`config.mk`:
```
export PLATFORM = sky130hd
export DESIGN_NAME = gf180mcu_fd_sc_mcu9t5v0_pwrsw_seq
export DESIGN_NICKNAME = d
export VERILOG_FILES = /design/src/rtl/gf180mcu_fd_sc_mcu9t5v0_pwrsw_pkg.sv /design/src/rtl/gf180mcu_fd_sc_mcu9t5v0_pwrsw_sync2.sv /design/src/rtl/gf180mcu_fd_sc_mcu9t5v0_pwrsw_seq.sv
export SDC_FILE = /design/constraint.sdc
export NUM_CORES = 1
export LEC_CHECK = 0
export CAP_MARGIN = 30
export CORE_MARGIN = 3
export CORE_UTILIZATION = 55
export DETAILED_ROUTE_END_ITERATION = 6
export PLACE_DENSITY = 0.75
export SLEW_MARGIN = 25
export SYNTH_ARGS = -nofsm -noshare
export SYNTH_HDL_FRONTEND = slang
export SYNTH_SLANG_ARGS = --single-unit
```
`constraint.sdc`:
```
create_clock -name CLK -period 2.7 [get_ports CLK]
set_clock_uncertainty 0.2 [all_clocks]
set_input_delay 0.405 -clock CLK [delete_from_list [all_inputs] [get_ports CLK]]
set_output_delay 0.405 -clock CLK [all_outputs]
set_load 0.01 [all_outputs]
```
`src/rtl/gf180mcu_fd_sc_mcu9t5v0_pwrsw_pkg.sv`:
```
// Shared types and helpers for the header-switch enable sequencer.
// Holds the FSM state encoding and the counter-width function.
package gf180mcu_fd_sc_mcu9t5v0_pwrsw_pkg;

    typedef enum logic [2:0] {
        PS_OFF       = 3'd0,
        PS_RAMP_UP   = 3'd1,
        PS_WAIT_ACK  = 3'd2,
        PS_ON        = 3'd3,
        PS_RAMP_DOWN = 3'd4
    } pwrsw_state_t;

    // Bits needed to hold 0..max_val, never less than one.
    function automatic int cnt_width(input int max_val);
        int w;
        w = 1;
        while ((1 << w) <= max_val) begin
            w = w + 1;
        end
        return w;
    endfunction

endpackage

```
`src/rtl/gf180mcu_fd_sc_mcu9t5v0_pwrsw_sync2.sv`:
```
// Two-flop synchronizer for the asynchronous switch-chain acknowledge.
// Both stages clear to 0 on the asynchronous active-high reset.
module gf180mcu_fd_sc_mcu9t5v0_pwrsw_sync2 (
    input  logic clk,
    input  logic rst,
    input  logic d,
    output logic q
);

    logic meta_q;
    logic meta_d;
    logic sync_q;
    logic sync_d;

    always_comb begin
        meta_d = d;
        sync_d = meta_q;
    end

    always_ff @(posedge clk or posedge rst) begin
        if (rst) begin
            meta_q <= 1'b0;
            sync_q <= 1'b0;
        end else begin
            meta_q <= meta_d;
            sync_q <= sync_d;
        end
    end

    assign q = sync_q;

endmodule

```
`src/rtl/gf180mcu_fd_sc_mcu9t5v0_pwrsw_seq.sv`:
```
// Staggered power-switch enable sequencer: ramps thermometer-coded group
// enables up/down, waits for chain acknowledge, then drives power-good/isolation.
module gf180mcu_fd_sc_mcu9t5v0_pwrsw_seq
    import gf180mcu_fd_sc_mcu9t5v0_pwrsw_pkg::*;
#(
    parameter int N_GROUPS    = 8,
    parameter int STEP_CYCLES = 16,
    parameter int ACK_TIMEOUT = 255
) (
    input  logic                CLK,
    input  logic                RST,
    input  logic                PWR_REQ,
    input  logic                SW_ACK,
    output logic [N_GROUPS-1:0] SW_EN,
    output logic                ISO,
    output logic                PWR_GOOD,
    output logic                BUSY,
    output logic                ERR,
    output pwrsw_state_t        STATE_DBG
);

    localparam int STEP_W = cnt_width(STEP_CYCLES - 1);
    localparam int TMO_W  = cnt_width(ACK_TIMEOUT);

    localparam logic [STEP_W-1:0] STEP_RELOAD = STEP_W'(STEP_CYCLES - 1);
    localparam logic [TMO_W-1:0]  TMO_LAST    = TMO_W'(ACK_TIMEOUT - 1);
    localparam logic [TMO_W-1:0]  TMO_MAX     = TMO_W'(ACK_TIMEOUT);

    pwrsw_state_t        state_q;
    pwrsw_state_t        state_d;
    logic [N_GROUPS-1:0] sw_en_q;
    logic [N_GROUPS-1:0] sw_en_d;
    logic [STEP_W-1:0]   step_q;
    logic [STEP_W-1:0]   step_d;
    logic [TMO_W-1:0]    tmo_q;
    logic [TMO_W-1:0]    tmo_d;
    logic                iso_q;
    logic                iso_d;
    logic                pg_q;
    logic                pg_d;
    logic                err_q;
    logic                err_d;
    logic                ack_s;

    gf180mcu_fd_sc_mcu9t5v0_pwrsw_sync2 u_ack_sync (
        .clk (CLK),
        .rst (RST),
        .d   (SW_ACK),
        .q   (ack_s)
    );

    always_comb begin
        state_d = state_q;
        sw_en_d = sw_en_q;
        step_d  = step_q;
        tmo_d   = tmo_q;
        iso_d   = iso_q;
        pg_d    = pg_q;
        err_d   = err_q;

        case (state_q)
            PS_OFF: begin
                if (!PWR_REQ) begin
                    err_d = 1'b0;
                end else if (!err_q) begin
                    sw_en_d = N_GROUPS'(1);
                    step_d  = STEP_RELOAD;
                    state_d = PS_RAMP_UP;
                end
            end

            PS_RAMP_UP: begin
                if (!PWR_REQ) begin
                    // Zeroed step counter makes the first bit drop one edge later.
                    step_d  = '0;
                    state_d = PS_RAMP_DOWN;
                end else if (step_q == '0) begin
                    sw_en_d = {sw_en_q[N_GROUPS-2:0], 1'b1};
                    step_d  = STEP_RELOAD;
                    if (sw_en_q[N_GROUPS-2]) begin
                        tmo_d   = '0;
                        state_d = PS_WAIT_ACK;
                    end
                end else begin
                    step_d = step_q - 1'b1;
                end
            end

            PS_WAIT_ACK: begin
                if (!PWR_REQ) begin
                    step_d  = '0;
                    state_d = PS_RAMP_DOWN;
                end else if (ack_s) begin
                    pg_d    = 1'b1;
                    state_d = PS_ON;
                end else if (tmo_q == TMO_LAST) begin
                    tmo_d   = TMO_MAX;
                    err_d   = 1'b1;
                    step_d  = '0;
                    state_d = PS_RAMP_DOWN;
                end else begin
                    tmo_d = tmo_q + 1'b1;
                end
            end

            PS_ON: begin
                if (!PWR_REQ) begin
                    iso_d   = 1'b1;
                    pg_d    = 1'b0;
                    step_d  = '0;
                    state_d = PS_RAMP_DOWN;
                end else begin
                    // Releases isolation one edge after power-good rose.
                    iso_d = 1'b0;
                end
            end

            PS_RAMP_DOWN: begin
                if (PWR_REQ && !err_q) begin
                    if (&sw_en_q) begin
                        tmo_d   = '0;
                        state_d = PS_WAIT_ACK;
                    end else begin
                        step_d  = STEP_RELOAD;
                        state_d = PS_RAMP_UP;
                    end
                end else if (step_q == '0) begin
                    sw_en_d = sw_en_q >> 1;
                    step_d  = STEP_RELOAD;
                    if (!sw_en_q[1]) begin
                        state_d = PS_OFF;
                    end
                end else begin
                    step_d = step_q - 1'b1;
                end
            end

            default: begin
                state_d = PS_OFF;
            end
        endcase
    end

    always_ff @(posedge CLK or posedge RST) begin
        if (RST) begin
            state_q <= PS_OFF;
            sw_en_q <= '0;
            step_q  <= '0;
            tmo_q   <= '0;
            iso_q   <= 1'b1;
            pg_q    <= 1'b0;
            err_q   <= 1'b0;
        end else begin
            state_q <= state_d;
            sw_en_q <= sw_en_d;
            step_q  <= step_d;
            tmo_q   <= tmo_d;
            iso_q   <= iso_d;
            pg_q    <= pg_d;
            err_q   <= err_d;
        end
    end

    assign SW_EN     = sw_en_q;
    assign ISO       = iso_q;
    assign PWR_GOOD  = pg_q;
    assign ERR       = err_q;
    assign BUSY      = (state_q == PS_RAMP_UP) || (state_q == PS_WAIT_ACK) ||
                       (state_q == PS_RAMP_DOWN);
    assign STATE_DBG = state_q;

endmodule

```
## Word-level counts from Yosys, hierarchy flattened

Cells that the tools add are included.

- Register bits after elaboration: 28
- Input port bits: 4
- Logic and storage cells: 107

- Add/sub/neg operators: 2
- Equal/unequal tests: 28
- Muxes and demuxes: 50
- Reductions and logical operators: 18

Operators with widths:

| kind | count |
|---|---|
| $mux W8 | 14 |
| $pmux W8 S3 | 2 |
| $mux W4 | 10 |
| $mux W3 | 12 |
| $ne A2 B2 Y1 const B | 14 |
| $reduce_and A8 Y1 | 3 |
| $ne A3 B3 Y1 const B | 7 |
| $pmux W4 S5 | 1 |
| $pmux W3 S5 | 1 |
| $reduce_and A7 Y1 | 2 |
| $add A8 B1 Y8 const B | 1 |
| $eq A8 B8 Y1 const B | 1 |
| $mux W1 | 7 |
| $eq A3 B2 Y1 const B | 2 |
| $reduce_bool A3 Y1 | 2 |
| $reduce_and A5 Y1 | 1 |
| $reduce_bool A5 Y1 | 1 |
| $logic_not A4 Y1 | 1 |
| $ne A4 B3 Y1 const B | 1 |
| $pmux W1 S2 | 2 |
| $reduce_and A4 Y1 | 1 |
| $reduce_bool A2 Y1 | 2 |
| $sub A4 B1 Y4 const B | 1 |
| $eq A3 B1 Y1 const B | 1 |
| 7 further kinds | 8 |

## Longest topological paths before layout

Gate-level depths: netlist of the first run.

- Depth after elaboration: 5
- Mapped depth: 8

## By module

From an unflattened synthesis of the first run, not the netlist that was laid out.

- Cells, all modules: 181
- Area, all modules: 1788.0 µm²

Modules (own cells, without submodules):

| module | times used | cells each | area an instance (µm²) | seq. area each (µm²) |
|---|---|---|---|---|
| gf180mcu_fd_sc_mcu9t5v0_pwrsw_seq | 1 | 178 | 1734.2 | 651.9 |
| gf180mcu_fd_sc_mcu9t5v0_pwrsw_sync2 | 1 | 3 | 53.8 | 50.0 |

## Worst setup path after synthesis of the first run

Ideal clock, no wire load.

- Kind: register to register
- Start: register step_q[0]
- End: register state_q[0], in the netlist STATE_DBG[0]
- Setup time: 128 ps
- Data arrival time: 1685 ps
- Required time: 2372 ps
- Setup slack: 688 ps
- Cell stages (with the launch flop): 8
- Path buffers: 0
- Period minus slack after synthesis: 2012 ps
- Cell sequence: dfrtp_1 inv_1 ha_1 nor3b_2 nor2_1 a32o_1 a311oi_2 mux2_1

- Cells in the longest elaborated chain, start to end: 3
- Elaborated cells on any way between the ends: 4

Ends and longest elaborated chain:

| what | RTL line | source |
|---|---|---|
| from (decl) | gf180mcu_fd_sc_mcu9t5v0_pwrsw_seq.sv:33 | `logic [STEP_W-1:0] step_q;` |
| from (signal assigned) | gf180mcu_fd_sc_mcu9t5v0_pwrsw_seq.sv:156 | `step_q <= step_d;` |
| $logic_not A4 Y1 (*) | gf180mcu_fd_sc_mcu9t5v0_pwrsw_seq.sv:77, gf180mcu_fd_sc_mcu9t5v0_pwrsw_seq.sv:127 |  |
| $ne A3 B3 Y1 (no line) | n/a |  |
| $reduce_and A8 Y1 (no line) (*) | n/a |  |
| to (signal assigned) | gf180mcu_fd_sc_mcu9t5v0_pwrsw_seq.sv:154 | `state_q <= state_d;` |
| to (decl) | gf180mcu_fd_sc_mcu9t5v0_pwrsw_seq.sv:29 | `pwrsw_state_t state_q;` |

Every way passes the cells marked *; elsewhere a longest branch is shown, timed or not.
A chain may end at the register's enable or synchronous reset.

## Final worst setup path of the first run

- Start: register state_q[1], in the netlist STATE_DBG[1]
- End: output port BUSY

- Cells in the longest elaborated chain, start to end: 3
- Elaborated cells on any way between the ends: 5

Ends and longest elaborated chain:

| what | RTL line | source |
|---|---|---|
| $eq A3 B1 Y1 / $eq A3 B2 Y1 (equally long branches) | gf180mcu_fd_sc_mcu9t5v0_pwrsw_seq.sv:168 | `assign BUSY = (state_q == PS_RAMP_UP) \|\| (state_q == PS_WAIT_ACK) \|\|` |
| $logic_or A1 B1 Y1 | gf180mcu_fd_sc_mcu9t5v0_pwrsw_seq.sv:168 |  |
| $logic_or A1 B1 Y1 (*) | gf180mcu_fd_sc_mcu9t5v0_pwrsw_seq.sv:168 |  |
| to (decl) | gf180mcu_fd_sc_mcu9t5v0_pwrsw_seq.sv:17 | `output logic BUSY,` |

Marks and branches as above.

==> metrics.yaml, run 1 <==
cts_root_buffer: "clkbuf_4"
vdd_ir_drop_max_v: 0.000453
async_flop_share_pct: 100
syn_nets: 193
crit_start: "STATE_DBG[1]$_DFFE_PP0P_"
synth_edf_count: 0
grt-ovfl-total: 0
die_h_um: 62.3
finalHoldViolCount: 0
cts_tree: "yes"
cts_sinks: 28
min_period_ns: 2.50
avgRoutedWirePerCell_um: 15.4
max_cap_violations: 0
max_stage_delay_ns: 0.74
cp_max_fo: 21
post_dp_cell_area_mm2: 0.00195
synth_seq_cells: 28
timing.setup.tns_ns: 0
detail_route.iter0.violations: 109
ctsResizeCount: 0
post-dp-hpwl_mm: 2.81
cp.required_ns: 2.10
htree_levels: 1
startpoint_type: "flip-flop"
yosysSeqAreaShare_pct: 40.3
core_area_mm2: 0.00288
netlist_instances: 186
postCtsSetupBuffers: 0
portBuffers: 18
drv_slew: 0
die_area_mm2: 0.00388
cp_cell_sequence: "xnor2_1, o22ai_1, clkdlybuf4s50_1"
slew-limit-headroom_pct: 59.2
crit_slowest_cell: "dfrtp_1"
area_growth_pct: 13.4
leakage_nw: 0.810
status: "finished, final reports clean"
row_count: 19
pwr_density_cell_mw_per_mm2: 916
criticalPathCategory: "reg2out"
dr.pass1.iters: 4
hold_class: "in2async"
max_slew.worst_pin.slew_ns: 0.610
syn_avg_cell_area_um2: 9.37
finalWirelength_mm: 3.76
ys.flop_type: "dfrtp_1"
grt_pass1_vias: 1460
timing.fmax_mhz: 399
pin_count: 19
yosysWarnings: 0
setup_viol: 0
track_usage_pct: 20.9
drc: 0
clock_latency_ns: 0.32
holdWs_ns: 0.175
period_share_pct: 92.8
grt_max_degree: 22
rr_startpoint: "STATE_DBG[1]$_DFFE_PP0P_"
end_kind: "output pin"
rrSetupSlack_ns: 0.36
antenna_found_initial: 0
die_w_um: 62.3
cts.clk_slew.worst_paths_ns: 0.15
hold_buffers: 0
detail-route-antenna-nets: 0
cts_max_path_buffers: 2
drive_gt1_share_pct: 12.3
syn_area_mm2: 0.00174
n_antenna_cell: 0
final_nets: 211
design_area_mm2: 0.00198
gp_congestion: 0.862
rsz0062_at_grt: "false"
vias_per_cell: 6.18
crit_arrival_ns: 1.90
initial_core_util_pct: 60.6
grt_pass1_wl_mm: 6.82
vias: 1515
cts_inserted_buffers: 3
ys_types: 48
==> worst paths after layout <==
path                                           to  cells past startpoint
setup / recovery                             BUSY                      3
hold / removal               tmo_q[0]$_DFFE_PP0P_                      2
setup reg to reg            step_q[3]$_DFFE_PP0P_                      5
hold reg to reg            u_ack_sync.q$_DFF_PP0_                      0
max in group asynchronous    PWR_GOOD$_DFFE_PP0P_                      3
min in group CLK           u_ack_sync.q$_DFF_PP0_                      0
==> layer usage <==
layer | part of all wire (%) | wire length, µm | up-vias | global-route usage (%)
met1 | 47 | 1790 | 741 | 29.9
met4 | 0.77 | 29 | 0 | 4.96
met5 | 0 | 0 | - | 0
met3 | 4.8 | 179 | 4 | 2.88
li1 | - | - | 723 | -
met2 | 47 | 1770 | 47 | 33.7
==> Yosys cell counts, types with 2 or more instances <==
cell type  count  area [µm²]
mux2_1         2        22.5
nand4_1        5        31.3
o31ai_1        3        22.5
a22oi_1        2        15.0
nor2_1        13        48.8
nor3_1         5        25.0
o21ai_0       10        50.1
nand2_1       16        60.1
o2bb2ai_1      3        26.3
mux2_2        10         113
o21ai_1        2        10.0
dfrtp_1       27         676
buf_2          5        25.0
a21oi_1       12        60.1
a22o_1         6        52.6
o31a_1         3        26.3
inv_1          9        33.8
a31oi_1        3        18.8
o22ai_1        2        12.5
buf_4          3        22.5
nor2b_1        5        31.3
ha_1           3        37.5
nand2b_1       8        50.1
nor3b_1        2        15.0
nand3_1        4        20.0
==> cell families (layout without fill, tap and decap cells) <==
group / after synthesis / after routing / synth area share [%]
AO/OA/AOI/OAI: 57 / 57 / 23.1
AND/OR/NAND/NOR: 65 / 65 / 20.1
multiplexers: 13 / 13 / 8.33
XOR/XNOR: 1 / 1 / 0.503
adder cells (fa/ha/maj): 3 / 3 / 2.15
buffers and inverters: 19 / 36 / 5.53
flip-flops: 28 / 28 / 40.3
==> through the flow <==
stage / total power, mW / setup slack, ns / instances / utilization (%)
final: 1.81 / 0.195 / 245 / 68.7
after global routing: 1.97 / 0.0305 / 245 / 68.7
after CTS: 1.82 / 0.189 / 245 / 68.7
after detailed placement: 1.64 / 0.259 / 241 / 67.8
after global placement: 1.61 / 0.310 / 241 / 67.8
after floorplan: 1.36 / 0.688 / 186 / -
==> cells in the final DEF (no fill, tap or decap), drive strengths merged, types with 5 or more instances in the layout <==
cell type / count
o21ai: 12
nor2b: 5
clkdlybuf4s50: 18
nand2: 16
mux2: 12
nor2: 14
a22o: 6
buf: 5
nand2b: 8
dfrtp: 27
nand4: 5
nor3: 5
a21oi: 12
inv: 9
==> power breakdown <==
group          internal [mW]  switching (mW)
logic                  0.482           0.446
clock network         0.0578           0.118
registers              0.535           0.172
==> worst max-delay path: cells and delay by family (launching register included) <==
family	cells	cell delay, ns
flip-flops	1	0.74
XOR/XNOR	1	0.14
AO/OA/AOI/OAI	1	0.14
buffers and inverters	1	0.56
==> area by class of cell <==
type | instances | area (µm²)
Multi-Input combinational cell | 139 | 945
Fill cell | 248 | 900
Sequential cell | 28 | 702
Timing Repair Buffer | 23 | 218
Tap cell | 42 | 52.6
Inverter | 9 | 33.8
Clock buffer | 4 | 26.3
==> registers in the layout, summed over array words and instances, names as in the netlist <==
name               count
SW_EN                  8
tmo_q                  8
step_q                 4
STATE_DBG              3
ERR                    1
ISO                    1
PWR_GOOD               1
u_ack_sync.meta_q      1
u_ack_sync.q           1
Note: power is estimated with default switching activity, not from simulation.
==> inputs of run 2 (changes only) <==
Settings changed: SKIP_CTS_REPAIR_TIMING set to 1.
==> results of run 2 <==
The final DEF is identical to that of run 1; final timing and power are the same.
